$ cat src/rtl/nn_pkg.sv
// nn_pkg: shared state encoding, config-select codes and width helper for the layer sequencer.
package nn_pkg;
  typedef enum logic [2:0] {IDLE, LOAD, STREAM, WAIT, DONE} state_t;
  localparam logic WR_SEL_INPUT = 1'b0;
  localparam logic WR_SEL_WEIGHT = 1'b1;
  function automatic int clog2(input int v);
    int r = 0;
    while ((1 << r) < v) r++;
    return (r == 0) ? 1 : r;
  endfunction
endpackage

$ cat src/rtl/serial_operand_shifter.sv
// serial_operand_shifter: parallel-load word, shifted out LSB-first with zero fill.
module serial_operand_shifter #(
  parameter int WIDTH = 8
) (
  input  logic             clk,
  input  logic             rst,
  input  logic             load,
  input  logic             shift,
  input  logic [WIDTH-1:0] data,
  output logic             lsb
);
  logic [WIDTH-1:0] sr;
  always_ff @(posedge clk or posedge rst)
    if (rst) sr <= '0;
    else if (load) sr <= data;
    else if (shift) sr <= sr >> 1;
  assign lsb = sr[0];
endmodule

$ cat src/rtl/serial_layer_sequencer.sv
// serial_layer_sequencer: drives one shared serial neuron core across the M neurons of a layer,
// streaming operands LSB-first and collecting each result with its neuron index.
module serial_layer_sequencer
  import nn_pkg::*;
#(
  parameter  int N       = 2,
  parameter  int WIDTH   = 8,
  parameter  int M       = 4,
  parameter  int OUT_W   = 8,
  parameter  int TIMEOUT = 64,
  localparam int AW      = clog2(M * N),
  localparam int KW      = clog2(M)
) (
  input  logic             clk,
  input  logic             rst,
  input  logic             wr_en,
  input  logic             wr_sel,
  input  logic [AW-1:0]    wr_addr,
  input  logic [WIDTH-1:0] wr_data,
  input  logic             run,
  output logic             busy,
  output logic             done,
  output logic             err,
  output logic             res_valid,
  output logic [KW-1:0]    res_idx,
  output logic [OUT_W-1:0] res_data,
  output logic             core_start,
  output logic [N-1:0]     core_inp,
  output logic [N-1:0]     core_w,
  input  logic [OUT_W-1:0] core_out,
  input  logic             core_rdy
);
  localparam int CW = clog2(WIDTH + TIMEOUT + 1);
  state_t state, nxt;
  logic [CW-1:0] cnt;
  logic [KW-1:0] k;
  logic [N-1:0] in_bits, w_bits;
  logic wr_ok, last_k, timed_out, accept;
  assign wr_ok = wr_en && state == IDLE;
  assign last_k = k == KW'(M - 1);
  assign timed_out = cnt == CW'(TIMEOUT);
  assign accept = state == WAIT && core_rdy;
  always_ff @(posedge clk or posedge rst)
    if (rst) state <= IDLE;
    else state <= nxt;
  always_comb begin
    nxt = state;
    case (state)
      IDLE:    nxt = run ? LOAD : IDLE;
      LOAD:    nxt = STREAM;
      STREAM:  nxt = (cnt == CW'(WIDTH - 1)) ? WAIT : STREAM;
      WAIT:    nxt = core_rdy ? (last_k ? DONE : LOAD) : (timed_out ? DONE : WAIT);
      default: nxt = IDLE;
    endcase
  end
  // cnt is shared: bit position in STREAM, elapsed cycles in WAIT; it restarts on every state change
  always_ff @(posedge clk or posedge rst)
    if (rst) begin
      cnt <= '0;
      k <= '0;
      err <= 1'b0;
      res_valid <= 1'b0;
      res_idx <= '0;
      res_data <= '0;
    end else begin
      cnt <= (state == IDLE || nxt != state) ? '0 : cnt + 1'b1;
      k <= (state == IDLE) ? '0 : (accept && !last_k) ? k + 1'b1 : k;
      res_valid <= accept;
      if (accept) begin
        res_idx <= k;
        res_data <= core_out;
      end
      if (state == IDLE && run) err <= 1'b0;
      else if (state == WAIT && !core_rdy && timed_out) err <= 1'b1;
    end
  for (genvar i = 0; i < N; i++) begin : g_lane
    logic [WIDTH-1:0] inp_word;
    logic [WIDTH-1:0] w_word [M];
    always_ff @(posedge clk)
      if (wr_ok && wr_sel == WR_SEL_INPUT && wr_addr == AW'(i)) inp_word <= wr_data;
    for (genvar j = 0; j < M; j++) begin : g_w
      always_ff @(posedge clk)
        if (wr_ok && wr_sel == WR_SEL_WEIGHT && wr_addr == AW'(j * N + i)) w_word[j] <= wr_data;
    end
    serial_operand_shifter #(.WIDTH(WIDTH)) u_inp (
      .clk(clk), .rst(rst), .load(state == LOAD), .shift(state == STREAM),
      .data(inp_word), .lsb(in_bits[i])
    );
    serial_operand_shifter #(.WIDTH(WIDTH)) u_w (
      .clk(clk), .rst(rst), .load(state == LOAD), .shift(state == STREAM),
      .data(w_word[k]), .lsb(w_bits[i])
    );
  end
  assign busy = state != IDLE;
  assign done = state == DONE;
  assign core_start = state == STREAM && cnt == '0;
  assign core_inp = (state == STREAM) ? in_bits : '0;
  assign core_w = (state == STREAM) ? w_bits : '0;
endmodule

$ cat config.mk
export PLATFORM = sky130hd
export DESIGN_NAME = serial_layer_sequencer
export DESIGN_NICKNAME = d
export VERILOG_FILES = /design/src/rtl/nn_pkg.sv /design/src/rtl/serial_operand_shifter.sv /design/src/rtl/serial_layer_sequencer.sv
export SDC_FILE = /design/constraint.sdc
export NUM_CORES = 1
export LEC_CHECK = 0
export CAP_MARGIN = 10
export CELL_PAD_IN_SITES_DETAIL_PLACEMENT = 2
export CELL_PAD_IN_SITES_GLOBAL_PLACEMENT = 2
export CORE_MARGIN = 4
export CORE_UTILIZATION = 50
export CTS_CLUSTER_DIAMETER = 80
export DETAILED_ROUTE_END_ITERATION = 12
export DONT_BUFFER_PORTS = 1
export HOLD_SLACK_MARGIN = 0.06
export PLACE_DENSITY_LB_ADDON = 0.1
export SLEW_MARGIN = 5
export SYNTH_ARGS = -nofsm -noshare
export SYNTH_HDL_FRONTEND = slang
export SYNTH_SLANG_ARGS = --single-unit
$ cat constraint.sdc
create_clock -name clk -period 3.55 [get_ports clk]
set_input_delay 0.71 -clock clk [delete_from_list [all_inputs] [get_ports clk]]
set_output_delay 0.71 -clock clk [all_outputs]
set_load 0.03 [all_outputs]
# [After elaboration in Yosys (flattened, before gate mapping)]
# Memory sizes are Yosys's and may differ from the RTL's.
# Cells that the tools add are included.
[word_totals] regBits=72 ram_bits=64 inputBits=25 output_inout_bits=19 word_cells=123 memories=2
[mem_list] name="g_lane[0].w_word" words=4 width=8 rd=1 rd_clocked_by_memory_dff=0 write_ports=1 line_no="serial_layer_sequencer.sv:78" text="logic [WIDTH-1:0] w_word [M];"
[mem_list] name="g_lane[1].w_word" words=4 width=8 rd=1 rd_clocked_by_memory_dff=0 write_ports=1 line_no="serial_layer_sequencer.sv:78"
[op_classes] add_sub_neg=2 n_eq_ne=15 muxes=55 bitwise_logic=1 reduce_logical=35
[op_table] cell="$mux W8" count=14
[op_table] cell="$reduce_or A8 Y1" count=6
[op_table] cell="$mux W1" count=26
[op_table] cell="$mux W2" count=10
[op_table] cell="$logic_and A1 B1 Y1" count=19
[op_table] cell="$eq A3 B3 Y1 const B" count=5
[op_table] cell="$eq A3 B2 Y1 const B" count=4
[op_table] cell="$pmux W3 S4" count=1
[op_table] cell="$mux W3" count=3
[op_table] cell="$add A7 B1 Y7 const B" count=1
[op_table] cell="$eq A7 B3 Y1 const B" count=1
[op_table] cell="$eq A7 B7 Y1 const B" count=1
[op_table] cell="$logic_not A7 Y1" count=1
[op_table] cell="$mux W7" count=1
[op_table] cell="$eq A3 B1 Y1 const B" count=2
[op_table] cell="$logic_not A3 Y1" count=2
[op_table] cell="$reduce_bool A2 Y1" count=3
[op_table] cell="$ne A3 B3 Y1" count=1
[op_table] cell="$reduce_bool A3 Y1" count=1
[op_table] cell="$add A2 B1 Y2 const B" count=1
[op_table] cell="$eq A2 B2 Y1 const B" count=1
[op_table] cell="$logic_not A1 Y1" count=2
[op_table] cell="$logic_or A1 B1 Y1" count=1
[op_table] cell="$not A1 Y1" count=1

# [Longest topological paths before layout]
[logic_depth] ltp_word=10 mapped_depth=6 depth_no_buf=5

# [Hierarchy]
# Synthesis repeated with hierarchy kept, for this count alone.
[unflattened] cells_unflattened=373 hier_area_um2=5502.8
[by_module_without_submodules] mod="serial_layer_sequencer" instances=1 cells_per_inst=233 area_per_inst_um2=4011.3 seq_area_each_um2=3002.9
[by_module_without_submodules] mod="serial_operand_shifter" instances=4 cells_per_inst=35 area_per_inst_um2=372.9 seq_area_each_um2=200.2

# [Worst setup path after synthesis]
# OpenSTA, ideal clock, no wires.
[synth_timing] path_kind="register to register" from="register state[1]" to="register g_lane[0].inp_word[0] (enable)" setup_ns=0.383 arrival_time_ns=1.991 required_ns=3.167 path_slack_ns=1.175 stages_incl_launch_ff=6 path_buffers=1 period_less_slack_ns=2.375 cell_sequence="dfrtp_1 buf_2 nor3_4 inv_2 or4b_1 nor3_1"
[synth_between] elab_chain_len=4
[synth_lines] element="start, declared" line_no="serial_layer_sequencer.sv:34" text="state_t state, nxt;"
[synth_lines] element="start signal, assigned" line_no="serial_layer_sequencer.sv:45" text="else state <= nxt;"
[synth_lines] element="$logic_not A3 Y1" line_no="serial_layer_sequencer.sv:39" text="assign wr_ok = wr_en && state == IDLE;"
[synth_lines] element="$logic_and A1 B1 Y1" line_no="serial_layer_sequencer.sv:39"
[synth_lines] element="$logic_and A1 B1 Y1 (2 in a row)" line_no="serial_layer_sequencer.sv:80" text="if (wr_ok && wr_sel == WR_SEL_INPUT && wr_addr == AW'(i)) inp_word <= wr_data;"
[synth_lines] element="end signal, assigned" line_no="serial_layer_sequencer.sv:80"
[synth_lines] element="end, declared" line_no="serial_layer_sequencer.sv:77" text="logic [WIDTH-1:0] inp_word;"
# Every way passes these cells.
# A chain may end at the register's enable or synchronous reset.

# [Worst setup path after layout]
[layout_timing] from="register state[1]" to="output core_w[1]"
[layout_between] elab_chain_len=2
[layout_lines] element="$eq A3 B2 Y1" line_no="serial_layer_sequencer.sv:98" text="assign core_w = (state == STREAM) ? w_bits : '0;"
[layout_lines] element="$mux W2" line_no="serial_layer_sequencer.sv:98"
[layout_lines] element="end, declared" line_no="serial_layer_sequencer.sv:29" text="output logic [N-1:0] core_w,"
# Every way passes these cells.

==> report_table.html <==
<table>
<tr><th>Metric</th><th>Value</th></tr>
<tr><th colspan="2">Run status</th></tr>
<tr><td>Run status</td><td>finished clean</td></tr>
<tr><th colspan="2">Floorplanning</th></tr>
<tr><td>Number of ports placed on the die boundary</td><td>44</td></tr>
<tr><td>Die width</td><td>112 um</td></tr>
<tr><td>Die ar.</td><td>0.0125 sq mm</td></tr>
<tr><td>Effective utilization at floorplan</td><td>0.519</td></tr>
<tr><td>Std-Cell Rows</td><td>37</td></tr>
<tr><td>Area of the placeable core</td><td>0.0104 sq mm</td></tr>
<tr><td>Die extent in y</td><td>112 um</td></tr>
<tr><th colspan="2">Worst hold path</th></tr>
<tr><td>Classification of the worst-slack hold path</td><td>input pin to asynchronous set/reset pin</td></tr>
<tr><th colspan="2">GRT</th></tr>
<tr><td>Largest net degree at the start of global routing</td><td>34</td></tr>
<tr><td>Global routing usage summed across all routing layers</td><td>0.240</td></tr>
<tr><td>Via count of the first global-routing pass</td><td>3450</td></tr>
<tr><td>Gr ovfl total</td><td>0</td></tr>
<tr><td>Antenna violations before repair</td><td>0</td></tr>
<tr><td>Global-route wire length before repair</td><td>22200 um</td></tr>
<tr><th colspan="2">Power and ir drop</th></tr>
<tr><td>Cell Pwr Density</td><td>856 mW/mm^2</td></tr>
<tr><td>Overall power</td><td>5.30 mW</td></tr>
<tr><td>P_sw</td><td>1.72 mW</td></tr>
<tr><td>Leakage power</td><td>2.44 nW</td></tr>
<tr><td>Clock power frac</td><td>0.350</td></tr>
<tr><td>Internal cell power</td><td>3.58 mW</td></tr>
<tr><td>Max IR drop VDD</td><td>0.000534 V</td></tr>
<tr><td>Sw frac</td><td>0.324</td></tr>
<tr><td>Combinational fraction of design power</td><td>0.223</td></tr>
<tr><td>Portion of total power attributed to sequential cells</td><td>0.427</td></tr>
<tr><th colspan="2">Critical path</th></tr>
<tr><td>Reg2reg end</td><td>g_lane[1].inp_word[1]</td></tr>
<tr><td>Minimum setup slack among reg-to-reg paths</td><td>960 ps</td></tr>
<tr><td>Required time at the worst-slack endpoint</td><td>2840 ps</td></tr>
<tr><td>CP Class</td><td>register to output port</td></tr>
<tr><td>Maximum fanout along the worst path</td><td>13</td></tr>
<tr><td>Logic depth of the worst register-to-register path</td><td>4</td></tr>
<tr><td>Startpoint Class</td><td>register</td></tr>
<tr><td>Data arrival time of the worst path</td><td>2180 ps</td></tr>
<tr><td>Worst reg2reg path startpoint</td><td>state[1]</td></tr>
<tr><td>Nature of the critical path endpoint</td><td>output port</td></tr>
<tr><th colspan="2">Placement</th></tr>
<tr><td>I/O Buffers</td><td>0</td></tr>
<tr><td>Final Wtd Congestion</td><td>0.726</td></tr>
<tr><td>Placed wire-length estimate after detailed placement</td><td>8530 um</td></tr>
<tr><td>Worst setup timing slack at the placement stage</td><td>992 ps</td></tr>
<tr><th colspan="2">Timing</th></tr>
<tr><td>Final-report hold violation count</td><td>0</td></tr>
<tr><td>Fmax</td><td>346 MHz</td></tr>
<tr><td>Sum Neg Setup Slack</td><td>0 ps</td></tr>
<tr><td># setup viols final</td><td>0</td></tr>
<tr><td>Period Utilization, post-route</td><td>0.814</td></tr>
<tr><td>Worst setup skew after layout</td><td>8.82 ps</td></tr>
<tr><td>Final critical-path required period</td><td>2890 ps</td></tr>
<tr><td>Worst Tran Pin Value</td><td>984 ps</td></tr>
<tr><td>RSZ-0062 raised after global routing</td><td>false</td></tr>
<tr><td>Slack of the critical path</td><td>660 ps</td></tr>
<tr><td>Worst slew slack as a fraction of its limit</td><td>0.342</td></tr>
<tr><td>Worst Hold Margin</td><td>171 ps</td></tr>
<tr><td>Slew Limit Fails</td><td>0</td></tr>
<tr><th colspan="2">Synth</th></tr>
<tr><td>Ranking of synthesized cells by area</td><td>edfxtp_1 44%, dfrtp_1 26%, mux4_1 5.3%, a22o_1 2.8%, a221o_1 2.6%</td></tr>
<tr><td>Share of synthesized area occupied by flip-flops and latches</td><td>0.704</td></tr>
<tr><td>Count of flip-flops with a built-in enable after synthesis</td><td>80</td></tr>
<tr><td>Most area-hungry cell type in the Yosys netlist</td><td>edfxtp_1</td></tr>
<tr><td>Synth Cell Area</td><td>0.00541 sq mm</td></tr>
<tr><td>Number of instances in the synthesized netlist</td><td>338</td></tr>
<tr><td>Total of warnings raised by yosys</td><td>0</td></tr>
<tr><td>Post-synthesis cell type count</td><td>43</td></tr>
<tr><td>Portion of synthesized cell area occupied by the leading cell type</td><td>0.444</td></tr>
<tr><td>Per-instance average area after synthesis</td><td>16.0 sq um</td></tr>
<tr><td>Count leader, synth</td><td>edfxtp_1</td></tr>
<tr><td>Post-synthesis net count</td><td>366</td></tr>
<tr><td>Fraction of registers with async set/reset</td><td>0.412</td></tr>
<tr><td>#FFs+latches synth</td><td>136</td></tr>
<tr><td>Leading cell types by count after synthesis</td><td>80 x edfxtp_1, 56 x dfrtp_1, 36 x nand2_1</td></tr>
<tr><td>Most used DFF post-synth</td><td>edfxtp_1</td></tr>
<tr><th colspan="2">Clocking</th></tr>
<tr><td>CTS H-Tree Depth</td><td>4</td></tr>
<tr><td>TritonCTS clock tree</td><td>built</td></tr>
<tr><td>Count of hold-fix buffers inserted at cts</td><td>0</td></tr>
<tr><td>Maximum clock path buffer count</td><td>2</td></tr>
<tr><td>Resized cells post-CTS</td><td>0</td></tr>
<tr><td>Clock edge transition at the registers on the reported setup and hold paths</td><td>60 ps</td></tr>
<tr><td>Number of buffers added for setup after CTS</td><td>0</td></tr>
<tr><td>Root Buffer</td><td>clkbuf_8</td></tr>
<tr><td>Clk_lat worst skew</td><td>520 ps</td></tr>
<tr><td>CTS Sinks</td><td>136</td></tr>
<tr><td>Number of CTS-inserted buffers</td><td>17</td></tr>
<tr><th colspan="2">Layout</th></tr>
<tr><td>Area growth from synthesis to final layout</td><td>14.5%</td></tr>
<tr><td>Filler cell count in the final layout</td><td>896</td></tr>
<tr><td>Layout Utilization</td><td>0.594</td></tr>
<tr><td>Fraction of final layout cells sized beyond drive strength 1</td><td>0.152</td></tr>
<tr><td>Count of antenna diodes in the layout</td><td>0</td></tr>
<tr><td>Final layout net count</td><td>378</td></tr>
<tr><th colspan="2">Flow run</th></tr>
<tr><td>Number of max-cap violations</td><td>0</td></tr>
<tr><th colspan="2">Route</th></tr>
<tr><td>Routed vias/inst</td><td>6.18</td></tr>
<tr><td>DR WL/cell</td><td>28.5 um</td></tr>
<tr><td>Drt total wl</td><td>14200 um</td></tr>
<tr><td>Pre-Repair DR Iteration Count</td><td>4</td></tr>
<tr><td>ANT nets after route</td><td>0</td></tr>
<tr><td>Count of routing violations after the opening detailed-route iteration</td><td>231</td></tr>
<tr><td>DR DRC count</td><td>0</td></tr>
<tr><td>Total vias in the final route</td><td>3084</td></tr>
</table>
==> power by group through the flow <==
stage          clock network [mW]  logic (mW)  registers, mW
6_report                     1.85        1.18           2.26
3_3_place_gp                    0        1.05           2.25
3_5_place_dp                    0        1.14           2.28
2_1_floorplan                   0       0.911           2.17
4_1_cts                      1.87        1.20           2.27
5_1_grt                      1.96        1.28           2.29
==> final cells by class <==
class	count	area, sq um	share of cell area
flip-flops and latches	136	3800	0.615
multi-input cells	177	1490	0.241
clock buffers	18	418	0.0675
clock inverters	14	196	0.0317
well taps	136	170	0.0275
repair buffers	11	82.6	0.0133
inverters	7	26.3	0.00425
==> cells in the final DEF (no fill, tap or decap), drive strengths merged <==
cell type | synthesis | layout
a22o | 17 | 17
clkbuf | 9 | 18
nand3 | 4 | 4
nand4b | 3 | 3
ha | 3 | 3
clkinv | 0 | 4
or3b | 2 | 2
or3 | 2 | 2
xor2 | 2 | 2
o211ai | 1 | 1
a22oi | 3 | 3
bufinv | 0 | 4
nand2 | 36 | 36
mux4 | 16 | 16
nand4 | 1 | 1
edfxtp | 80 | 80
mux2i | 1 | 1
buf | 9 | 11
clkinvlp | 0 | 3
nand2b | 3 | 3
or4b | 2 | 2
a21oi | 5 | 5
a221o | 14 | 14
or4 | 1 | 1
o311ai | 1 | 1
nor3b | 3 | 3
nor4bb | 1 | 1
a21o | 14 | 14
and2 | 18 | 18
inv | 7 | 10
o21ai | 7 | 7
o31ai | 1 | 1
dfrtp | 56 | 56
xnor2 | 1 | 1
nor3 | 5 | 5
a21boi | 1 | 1
nor2 | 9 | 9
==> worst max-delay path, cell delays in order, from the launching register on <==
cell and delay (ps):
dfrtp_1 570, nor3b_4 670, and2_1 410
==> cells by family after synthesis <==
group | share of synthesized area
AO/OA/AOI/OAI | 0.0947
XOR/XNOR | 0.00486
adder cells (fa/ha/maj) | 0.00694
buffers and inverters | 0.0234
flip-flops | 0.704
multiplexers | 0.0761
AND/OR/NAND/NOR | 0.0905
==> per-stage QoR <==
step / cells / area [sq um]
after floorplan: 338 / 5410
after global placement: 467 / 5570
after detailed placement: 467 / 5570
after CTS: 499 / 6190
after global routing: 499 / 6190
final: 499 / 6190
==> per-layer routing <==
layer	wire length, um	up-vias	GRT usage
met1	5960	1670	0.312
met4	82	0	0.0577
met3	524	6	0.0549
met2	7630	76	0.413
met5	0	-	0
li1	-	1332	-
==> worst max path at each step <==
stage	start	endpoint	slack (ps)
after floorplan	state[1]	g_lane[0].inp_word[0]	1180
after detailed placement	state[1]	g_lane[1].inp_word[0]	990
after global placement	state[1]	g_lane[1].inp_word[0]	1120
after CTS	state[1]	core_inp[0]	630
final	state[1]	core_w[1]	660
after global routing	state[1]	core_w[1]	510
==> sequential cells by signal (all words and copies together) (netlist names), 2 cells and up <==
signal,cells
g_lane.w_word,64
g_lane.inp_word,16
g_lane.u_inp.sr,16
g_lane.u_w.sr,16
res_data,8
cnt,7
state,3
k,2
res_idx,2
No activity file was read; power rests on OpenSTA's default activity.
